--- src/rtl/mailbox_pkg.sv ---
// mailbox_pkg: arbiter FSM state type and requester-index width helper
package mailbox_pkg;
  typedef enum logic [1:0] {IDLE, BUSY, RESP} arb_state_t;
  function automatic int cpu_idx_w(input int n);
    return (n > 1) ? $clog2(n) : 1;
  endfunction
endpackage

--- src/rtl/mbox_rr_arbiter_rr_pick.sv ---
// mbox_rr_arbiter_rr_pick: rotating-priority encoder, scans ptr_i+1..ptr_i (mod N) over req_i; outputs valid_o and idx_o of first hit
module mbox_rr_arbiter_rr_pick #(
  parameter int N  = 4,
  parameter int IW = 2
) (
  input  logic [N-1:0]  req_i,
  input  logic [IW-1:0] ptr_i,
  output logic          valid_o,
  output logic [IW-1:0] idx_o
);
  always_comb begin
    valid_o = 1'b0;
    idx_o   = '0;
    for (int i = 1; i <= N; i++) begin
      if (!valid_o && req_i[(int'(ptr_i) + i) % N]) begin
        valid_o = 1'b1;
        idx_o   = IW'((int'(ptr_i) + i) % N);
      end
    end
  end
endmodule

--- src/rtl/mbox_rr_arbiter.sv ---
// mbox_rr_arbiter: round-robin share of one mailbox slave among N CPUs; in pclk_i/prst_i, req/addr/data/write_i per CPU, slv_ack/err/rdata_i; out gnt/ack/err_o per CPU, rdata_o, slv_req/addr/data/write/cpu_o, tmo_o; MBOX_ARB_TIMEOUT_EN enables slave-ack timeout
module mbox_rr_arbiter
  import mailbox_pkg::*;
#(
  parameter int N_NUMB_CPU  = 4,
  parameter int W_WIDTH_SYS = 32,
  parameter int WIDTH_ADDR  = 32,
  parameter int TIMEOUT_CYC = 64
) (
  input  logic                   pclk_i,
  input  logic                   prst_i,
  input  logic [N_NUMB_CPU-1:0]  req_i,
  input  logic [WIDTH_ADDR-1:0]  addr_i [N_NUMB_CPU],
  input  logic [W_WIDTH_SYS-1:0] data_i [N_NUMB_CPU],
  input  logic [N_NUMB_CPU-1:0]  write_i,
  output logic [N_NUMB_CPU-1:0]  gnt_o,
  output logic [N_NUMB_CPU-1:0]  ack_o,
  output logic [N_NUMB_CPU-1:0]  err_o,
  output logic [W_WIDTH_SYS-1:0] rdata_o,
  output logic                   slv_req_o,
  output logic [WIDTH_ADDR-1:0]  slv_addr_o,
  output logic [W_WIDTH_SYS-1:0] slv_data_o,
  output logic                   slv_write_o,
  output logic [31:0]            slv_cpu_o,
  input  logic                   slv_ack_i,
  input  logic                   slv_err_i,
  input  logic [W_WIDTH_SYS-1:0] slv_rdata_i,
  output logic                   tmo_o
);
  localparam int IW = cpu_idx_w(N_NUMB_CPU);
  arb_state_t             state_q;
  logic [IW-1:0]          ptr_q, idx_q, pick_idx;
  logic                   pick_valid, tmo_hit;
  logic [N_NUMB_CPU-1:0]  gnt_q, ack_q, err_q, pick_oh, own_oh;
  logic [W_WIDTH_SYS-1:0] rdata_q, data_q;
  logic [WIDTH_ADDR-1:0]  addr_q;
  logic                   slv_req_q, write_q, tmo_q;
  mbox_rr_arbiter_rr_pick #(.N(N_NUMB_CPU), .IW(IW)) u_pick (
    .req_i   (req_i),
    .ptr_i   (ptr_q),
    .valid_o (pick_valid),
    .idx_o   (pick_idx)
  );
  assign pick_oh = N_NUMB_CPU'(1) << pick_idx;
  assign own_oh  = N_NUMB_CPU'(1) << idx_q;
`ifdef MBOX_ARB_TIMEOUT_EN
  localparam int CW = $clog2(TIMEOUT_CYC);
  logic [CW-1:0] cnt_q;
  assign tmo_hit = cnt_q == CW'(TIMEOUT_CYC - 1);
  // Zero outside BUSY, so it always starts from 0 on the first BUSY cycle
  always_ff @(posedge pclk_i) begin
    cnt_q <= (prst_i || state_q != BUSY) ? '0 : cnt_q + 1'b1;
  end
`else
  assign tmo_hit = 1'b0;
`endif
  always_ff @(posedge pclk_i) begin
    if (prst_i) begin
      state_q   <= IDLE;
      ptr_q     <= IW'(N_NUMB_CPU - 1);
      idx_q     <= '0;
      gnt_q     <= '0;
      ack_q     <= '0;
      err_q     <= '0;
      rdata_q   <= '0;
      slv_req_q <= 1'b0;
      addr_q    <= '0;
      data_q    <= '0;
      write_q   <= 1'b0;
      tmo_q     <= 1'b0;
    end else begin
      ack_q <= '0;
      err_q <= '0;
      tmo_q <= 1'b0;
      case (state_q)
        IDLE: if (pick_valid) begin
          idx_q     <= pick_idx;
          addr_q    <= addr_i[pick_idx];
          data_q    <= data_i[pick_idx];
          write_q   <= write_i[pick_idx];
          gnt_q     <= pick_oh;
          slv_req_q <= 1'b1;
          state_q   <= BUSY;
        end
        // A real slave ack in the same cycle takes precedence over the timeout
        BUSY: if (slv_ack_i || tmo_hit) begin
          ack_q     <= own_oh;
          err_q     <= (!slv_ack_i || slv_err_i) ? own_oh : '0;
          rdata_q   <= slv_ack_i ? slv_rdata_i : '0;
          tmo_q     <= !slv_ack_i;
          slv_req_q <= 1'b0;
          gnt_q     <= '0;
          ptr_q     <= idx_q;
          state_q   <= RESP;
        end
        // One dead cycle so the owner's still-high req is not re-arbitrated
        default: state_q <= IDLE;
      endcase
    end
  end
  assign gnt_o       = gnt_q;
  assign ack_o       = ack_q;
  assign err_o       = err_q;
  assign rdata_o     = rdata_q;
  assign slv_req_o   = slv_req_q;
  assign slv_addr_o  = addr_q;
  assign slv_data_o  = data_q;
  assign slv_write_o = write_q;
  assign slv_cpu_o   = 32'(idx_q);
  assign tmo_o       = tmo_q;
endmodule

--- config.mk ---
export PLATFORM = sky130hd
export DESIGN_NAME = mbox_rr_arbiter
export DESIGN_NICKNAME = d
export VERILOG_FILES = /design/src/rtl/mailbox_pkg.sv /design/src/rtl/mbox_rr_arbiter_rr_pick.sv /design/src/rtl/mbox_rr_arbiter.sv
export SDC_FILE = /design/constraint.sdc
export NUM_CORES = 1
export LEC_CHECK = 0
export ABC_AREA = 0
export ABC_CLOCK_PERIOD_IN_PS = 1600
export CAP_MARGIN = 10
export CORE_AREA = 2 2 170 172
export DETAILED_ROUTE_END_ITERATION = 16
export DIE_AREA = 0 0 172 174
export HOLD_SLACK_MARGIN = 0.05
export PLACE_DENSITY = 0.65
export SYNTH_ARGS = -nofsm -noshare
export SYNTH_HDL_FRONTEND = slang
export SYNTH_SLANG_ARGS = --single-unit
--- constraint.sdc ---
create_clock -name pclk_i -period 1.6 [get_ports pclk_i]
set_input_delay 0.16 -clock pclk_i [delete_from_list [all_inputs] [get_ports pclk_i]]
set_output_delay 0.16 -clock pclk_i [all_outputs]
set_load 0.05 [all_outputs]
* Yosys cells after proc, flatten, opt, wreduce, memory -nomap -nowiden
Cells that the tools add are included.
** Operators by class
- Mux-type cells :: 37
- Multiply operators :: 0
- Shift-type cells :: 2
- Add/subtract/negate cells :: 4
- Bitwise gates (word level) :: 8
- Equality and inequality tests :: 3
- Reduce and logical (&&, ||, !) cells :: 20
- Magnitude comparators :: 6
- Divide/modulo/power cells :: 0
** Operators with widths (number)
- $bmux W32 S2 :: 2
- $mux W32 :: 4
- $lt A3 B4 Y1 const B :: 4
- $mux W1 :: 15
- $mux W2 :: 6
- $bmux W1 S2 :: 5
- $mux W4 :: 2
- $pmux W4 S2 :: 1
- $reduce_or A2 Y1 :: 4
- $shl A1 B2 Y4 const A :: 2
- $reduce_and A2 Y1 :: 3
- $add A2 B1 Y2 const B :: 2
- $add A2 B2 Y2 const B :: 2
- $and A1 B1 Y1 const A :: 4
- $logic_not A1 Y1 :: 4
- $ne A2 B2 Y1 const B :: 2
- $pmux W2 S2 :: 1
- $reduce_or A4 Y1 :: 1
- $ge A3 B3 Y1 const B :: 1
- $logic_and A1 B1 Y1 :: 3
- $lt A2 B3 Y1 const B :: 1
- $not A1 Y1 :: 3
- $not A2 Y3 :: 1
- $reduce_and A3 Y1 :: 1
- 6 further kinds :: 6
** Word-level totals
- Logic and storage cells :: 92
- Bits in writable memories :: 0
- Input bits :: 300
- Memories kept :: 0
- ROM bits :: 0
- Output and inout port bits :: 143
- Flip-flop bits (word level) :: 117
- Latch bits :: 0

* Longest topological paths before layout
- Word-level depth :: 20
- Mapped depth :: 8
- Depth with buffers taken out :: 5

* Cells and area by module
A second synthesis with hierarchy kept.
** Second synthesis, totals
- Cell total of the unflattened synthesis :: 481
- Area total of the unflattened synthesis :: 5559.1 um^2
** By module, submodules not included
- mbox_rr_arbiter :: area an instance 5467.7 um^2, cells an instance 467, instances 1, seq. area each 2342.2 um^2
- mbox_rr_arbiter_rr_pick :: area an instance 91.3 um^2, cells an instance 14, instances 1, seq. area each 0.0 um^2

* Worst setup path after synthesis
Ideal clock, no wire load.
- Path type :: reg-to-reg
- Start :: reg ptr_q[0]
- End :: reg gnt_q[3], in the netlist gnt_o[3]
- Clock period less this slack :: 1.706 ns
- Data required time :: 1.472 ns
- Data arrival time :: 1.579 ns
- Library setup time :: 0.128 ns
- Stages on the path, launching flop included :: 9
- Path buffers :: 3
- Path slack :: -0.106 ns
- Path through :: dfxtp_1 > buf_2 > nor2b_2 > o21a_1 > or3_1 > buf_4 > buf_2 > a32oi_1 > nor2_1
** Between the ends
- Longest elaborated chain between the ends :: 17
- Elaborated cells between the ends (all ways) :: 35
- Classes of those cells :: add/sub: 4; eq/ne: 1; shift: 1; mux: 22; reduce/logical: 7
** RTL lines
- start, declared :: RTL line mbox_rr_arbiter.sv:32 : logic [IW-1:0] ptr_q, idx_q, pick_idx;
- start signal, assigned :: RTL line mbox_rr_arbiter.sv:60 : ptr_q <= IW'(N_NUMB_CPU - 1);
- start signal, assigned :: RTL line mbox_rr_arbiter.sv:93 : ptr_q <= idx_q;
- $add A2 B1 Y2 :: RTL line mbox_rr_arbiter_rr_pick.sv:15, mbox_rr_arbiter_rr_pick.sv:17
- $bmux W1 S2 :: RTL line mbox_rr_arbiter_rr_pick.sv:15 : if (!valid_o && req_i[(int'(ptr_i) + i) % N]) begin
- $mux W1 (not written as such) (2 in series) :: RTL line mbox_rr_arbiter_rr_pick.sv:15
- $mux W1 :: RTL line mbox_rr_arbiter_rr_pick.sv:15
- $logic_not A1 Y1 :: RTL line mbox_rr_arbiter_rr_pick.sv:15
- $logic_and A1 B1 Y1 :: RTL line mbox_rr_arbiter_rr_pick.sv:15
- $mux W1 :: RTL line mbox_rr_arbiter_rr_pick.sv:15
- $logic_not A1 Y1 :: RTL line mbox_rr_arbiter_rr_pick.sv:15
- $logic_and A1 B1 Y1 :: RTL line mbox_rr_arbiter_rr_pick.sv:15
- $mux W1 :: RTL line mbox_rr_arbiter_rr_pick.sv:15
- $logic_not A1 Y1 :: RTL line mbox_rr_arbiter_rr_pick.sv:15
- $logic_and A1 B1 Y1 :: RTL line mbox_rr_arbiter_rr_pick.sv:15
- $mux W2 :: RTL line mbox_rr_arbiter_rr_pick.sv:15
- $shl A1 B2 Y4 :: RTL line mbox_rr_arbiter.sv:44 : assign pick_oh = N_NUMB_CPU'(1) << pick_idx;
- $mux W4 :: RTL line mbox_rr_arbiter.sv:76 : IDLE: if (pick_valid) begin
- $pmux W4 S2 :: RTL line mbox_rr_arbiter.sv:75 : case (state_q)
- end signal, assigned :: RTL line mbox_rr_arbiter.sv:81 : gnt_q <= pick_oh;
- end, declared :: RTL line mbox_rr_arbiter.sv:34 : logic [N_NUMB_CPU-1:0] gnt_q, ack_q, err_q, pick_oh, own_oh;
Parallel ways exist; a longest one is shown, timed or not. The select of a mux whose other input is x is not followed.
A chain may end at the register's enable or synchronous reset.

* Worst setup path after layout
- Start :: reg ptr_q[1]
- End :: reg data_q[15], in the netlist slv_data_o[15]
** Between the ends
- Longest elaborated chain between the ends :: 18
- Elaborated cells between the ends (all ways) :: 35
- Classes of those cells :: add/sub: 4; mux: 23; bitwise: 1; reduce/logical: 7
** RTL lines
- $add A2 B1 Y2 :: RTL line mbox_rr_arbiter_rr_pick.sv:15, mbox_rr_arbiter_rr_pick.sv:17
- $bmux W1 S2 :: RTL line mbox_rr_arbiter_rr_pick.sv:15
- $mux W1 (not written as such) (2 in series) :: RTL line mbox_rr_arbiter_rr_pick.sv:15
- $mux W1 :: RTL line mbox_rr_arbiter_rr_pick.sv:15
- $logic_not A1 Y1 :: RTL line mbox_rr_arbiter_rr_pick.sv:15
- $logic_and A1 B1 Y1 :: RTL line mbox_rr_arbiter_rr_pick.sv:15
- $mux W1 :: RTL line mbox_rr_arbiter_rr_pick.sv:15
- $logic_not A1 Y1 :: RTL line mbox_rr_arbiter_rr_pick.sv:15
- $logic_and A1 B1 Y1 :: RTL line mbox_rr_arbiter_rr_pick.sv:15
- $mux W1 :: RTL line mbox_rr_arbiter_rr_pick.sv:15
- $logic_not A1 Y1 :: RTL line mbox_rr_arbiter_rr_pick.sv:15
- $logic_and A1 B1 Y1 :: RTL line mbox_rr_arbiter_rr_pick.sv:15
- $mux W2 :: RTL line mbox_rr_arbiter_rr_pick.sv:15
- $not A2 Y3 (not written as such) :: RTL line mbox_rr_arbiter.sv:79 : data_q <= data_i[pick_idx];
- $bmux W32 S2 :: RTL line mbox_rr_arbiter.sv:79
- $mux W32 (not written as such) (2 in series) :: RTL line mbox_rr_arbiter.sv:79
- end signal, assigned :: RTL line mbox_rr_arbiter.sv:79
- end, declared :: RTL line mbox_rr_arbiter.sv:35 : logic [W_WIDTH_SYS-1:0] rdata_q, data_q;
Parallel ways exist; a longest one is shown, timed or not. The select of a mux whose other input is x is not followed.

==> results.sh <==
export IMPL_setup_viol=66
export IMPL_syn2layout_area_growth_pct=107
export IMPL_tritoncts="done"
export IMPL_die_area_sq_um=29900
export IMPL_insertion_delay_of_the_later_clocked_pin_in_the_worst_skew_pair_ns=0.41
export IMPL_global_route_usage_met3_pct=6.63
export IMPL_number_of_buffers_inserted_during_clock_tree_synthesis=17
export IMPL_globalRouteMet2Util_pct=33.3
export IMPL_floorplan_initialDensity_pct=22.1
export IMPL_grt_start_max_net_pins=52
export IMPL_floorplan_die_height_um=174
export IMPL_postSynthCellCount=723
export IMPL_core_area_sq_um=28200
export IMPL_port_buffers=412
export IMPL_clock_tree_root_cell="sky130_fd_sc_hd__clkbuf_16"
export IMPL_gr_usage_met1_pct=23.0
export IMPL_hold_viol_final=0
export IMPL_grt_pass1_vias=7789
export IMPL_tns_ns=-10.12
export IMPL_critical_path_max_fanout=7
export IMPL_die_w_um=172
export IMPL_gr_total_overflow=0
export IMPL_final_common_cell="sky130_fd_sc_hd__clkdlybuf4s50_1"
export IMPL_remaining_drc_errors=0
export IMPL_ioPinCount=443
export IMPL_layout_setup_ws_ns=-0.237
export IMPL_layout_worst_path_cycle_share_pct=115
export IMPL_cap_viol_max_count=0
export IMPL_route_detailed_wl_per_inst_um=21.4
export IMPL_track_usage_pct=19.8
export IMPL_power_ir_vdd_worst_mv=0.566
export IMPL_crit_type="flip-flop to flip-flop"
export IMPL_clock_skew_final_ns=0.0112
export IMPL_timing_hold_ws_ns=0.290
export IMPL_synth_cell_area_sq_um=6230
export IMPL_synth_async_reset_ratio_pct=0
export IMPL_drive_gt1_share_pct=33.6
export IMPL_worst_setup_path_end_kind="flip-flop"
export IMPL_synth_edff_count=0
export IMPL_cts_sinks=117
export IMPL_routabilityCongestion=0.805
export IMPL_yosys_most_used_dff="sky130_fd_sc_hd__dfxtp_1"
export IMPL_synthesis_area_per_instance_sq_um=8.62
export IMPL_detail_route_antenna_nets=0
export IMPL_worst_setup_path_start_kind="flip-flop"
export IMPL_max_slew_worst_pin_slew_ns=0.544
export IMPL_grt_antenna_before_repair=3
export IMPL_achievable_frequency_mhz=545
export IMPL_detailedPlacementHpwl_um=22300
export IMPL_run_status="finished with violations"
export IMPL_max_slew_margin_rel_pct=63.7
export IMPL_dr_pass1_iters=6
export IMPL_rsz0062_at_grt="true"
export IMPL_layout_min_cycle_time_ns=1.84
export IMPL_floorplan_rows=62
export IMPL_clockBufferDepth=2
export IMPL_routed_wirelength_um=34100
export IMPL_synth_ff_latch_count=117
export IMPL_vias=7895
export IMPL_gr_max_usage_layer="met2"
export IMPL_drtIter0Drc=443
export IMPL_route_detailed_vias_per_inst=4.96
export IMPL_final_net_count=1493
export IMPL_violations_in_the_final_reports="negative setup slack"
export IMPL_cts_htree_levels=4
export IMPL_clk_pin_slew_worst_paths_ns=0.06
export IMPL_post_synth_num_cell_types=41
export IMPL_p_leak_nw=4.94
export IMPL_worst_endpoint_arrival_ns=2.11
export IMPL_timing_critical_path_required_ns=1.87
export IMPL_yosysSeqAreaShare_pct=37.6
export IMPL_timing_hold_worst_class="input port to flip-flop"
export IMPL_layout_common_cells="sky130_fd_sc_hd__clkdlybuf4s50_1, sky130_fd_sc_hd__buf_4, sky130_fd_sc_hd__dfxtp_1"
export IMPL_filler_cell_count=2684
export IMPL_grt_first_pass_wirelength_um=45000
export IMPL_ys_warn_count=0
export IMPL_drv_slew=0
export IMPL_power_per_cell_area_nw_per_um2=960
## sequential cells by signal, indices dropped and copies added (netlist names)
register and count:
slv_write_o 1, ptr_q 2, slv_addr_o 32, rdata_o 32, tmo_o 1, gnt_o 4, state_q 2, ack_o 4
err_o 4, idx_q 2, slv_req_o 1, slv_data_o 32
## worst paths after layout
check | startpoint | endpoint | slack, ns | depth (start not counted)
hold reg to reg | rdata_o[29] | rdata_o[29] | 0.45 | 2
setup / recovery | ptr_q[1] | slv_data_o[15] | -0.24 | 5
setup reg to reg | ptr_q[1] | slv_data_o[15] | -0.24 | 5
hold / removal | slv_rdata_i[31] | rdata_o[31] | 0.29 | 3
## worst max-delay path: stages (launching register included)
cell and delay (ns):
sky130_fd_sc_hd__dfxtp_4 0.36, sky130_fd_sc_hd__or3b_4 0.40, sky130_fd_sc_hd__o211a_4 0.17, sky130_fd_sc_hd__o31a_1 0.22
sky130_fd_sc_hd__a221oi_2 0.39, sky130_fd_sc_hd__a311oi_2 0.15
## layer usage
layer / up-vias / routed length, um
li1: 3620 / -
met1: 3816 / 13300
met2: 399 / 16700
met3: 58 / 3090
met4: 2 / 1010
met5: - / 13
## power breakdown
part / total, mW / switching, mW / internal [mW]
Sequential: 3.36 / 0.171 / 3.19
Clock: 3.84 / 1.66 / 2.18
Combinational: 5.21 / 2.87 / 2.33
## synth_stat cells, drive strengths merged, types with 2 or more instances
cell    instances  area share, %
nand3         131             11
dfxtp         117             38
nor2           81            4.9
buf            80            9.1
nand2          73            4.4
a221oi         64             15
a311oi         64            9.0
a21oi          41            3.3
clkbuf         29            1.7
nor3            6           0.64
nand2b          4           0.40
or3             4           0.40
o211a           3           0.48
o21ai           3           0.24
a21o            2           0.24
inv             2           0.12
nor2b           2           0.24
or2             2           0.20
## kinds of logic (layout without fill, tap and decap cells)
logic type,Yosys count,after routing,synth area share [%]
mux,1,1,0.161
buf+inv,111,564,10.9
other cells,1,33,0.0602
simple gates,306,306,22.0
compound gates,187,187,29.2
flops,117,117,37.6
## layout make-up
type	count	area (sq um)	share of cell area [%]
inverters	2	7.51	0.0581
clock buffers	17	425	3.29
flip-flops and latches	117	2350	18.2
well taps	384	480	3.72
repair buffers	530	5620	43.5
clock inverters	15	143	1.10
diodes	2	5.00	0.0387
multi-input cells	525	3900	30.1
## stage by stage
| stage | cells | util [%] | total power, mW | instance area, sq um | worst slack, ns |
|---|---|---|---|---|---|
| after floorplan | 753 | - | 5.80 | 6380 | -0.00696 |
| after global routing | 1591 | 45.8 | 12.9 | 12900 | -0.260 |
| after global placement | 1512 | 38.6 | 7.70 | 10900 | -0.646 |
| after detailed placement | 1512 | 38.6 | 7.73 | 10900 | -0.695 |
| final | 1592 | 45.8 | 12.4 | 12900 | -0.237 |
| after CTS | 1563 | 42.6 | 12.0 | 12000 | -0.177 |
## what timing repair did
| item | in CTS | in global routing |
|---|---|---|
| hold buffers | 1 | 0 |
| gates resized for setup | 54 | 72 |
| gates cloned | 7 | 18 |
| pin swaps | 21 | 28 |
| setup buffers | 11 | 10 |
| endpoints found under the setup margin | 69 | 70 |
| hold endpoints to repair | 1 | 0 |
Power figures use the tool's default switching activity.
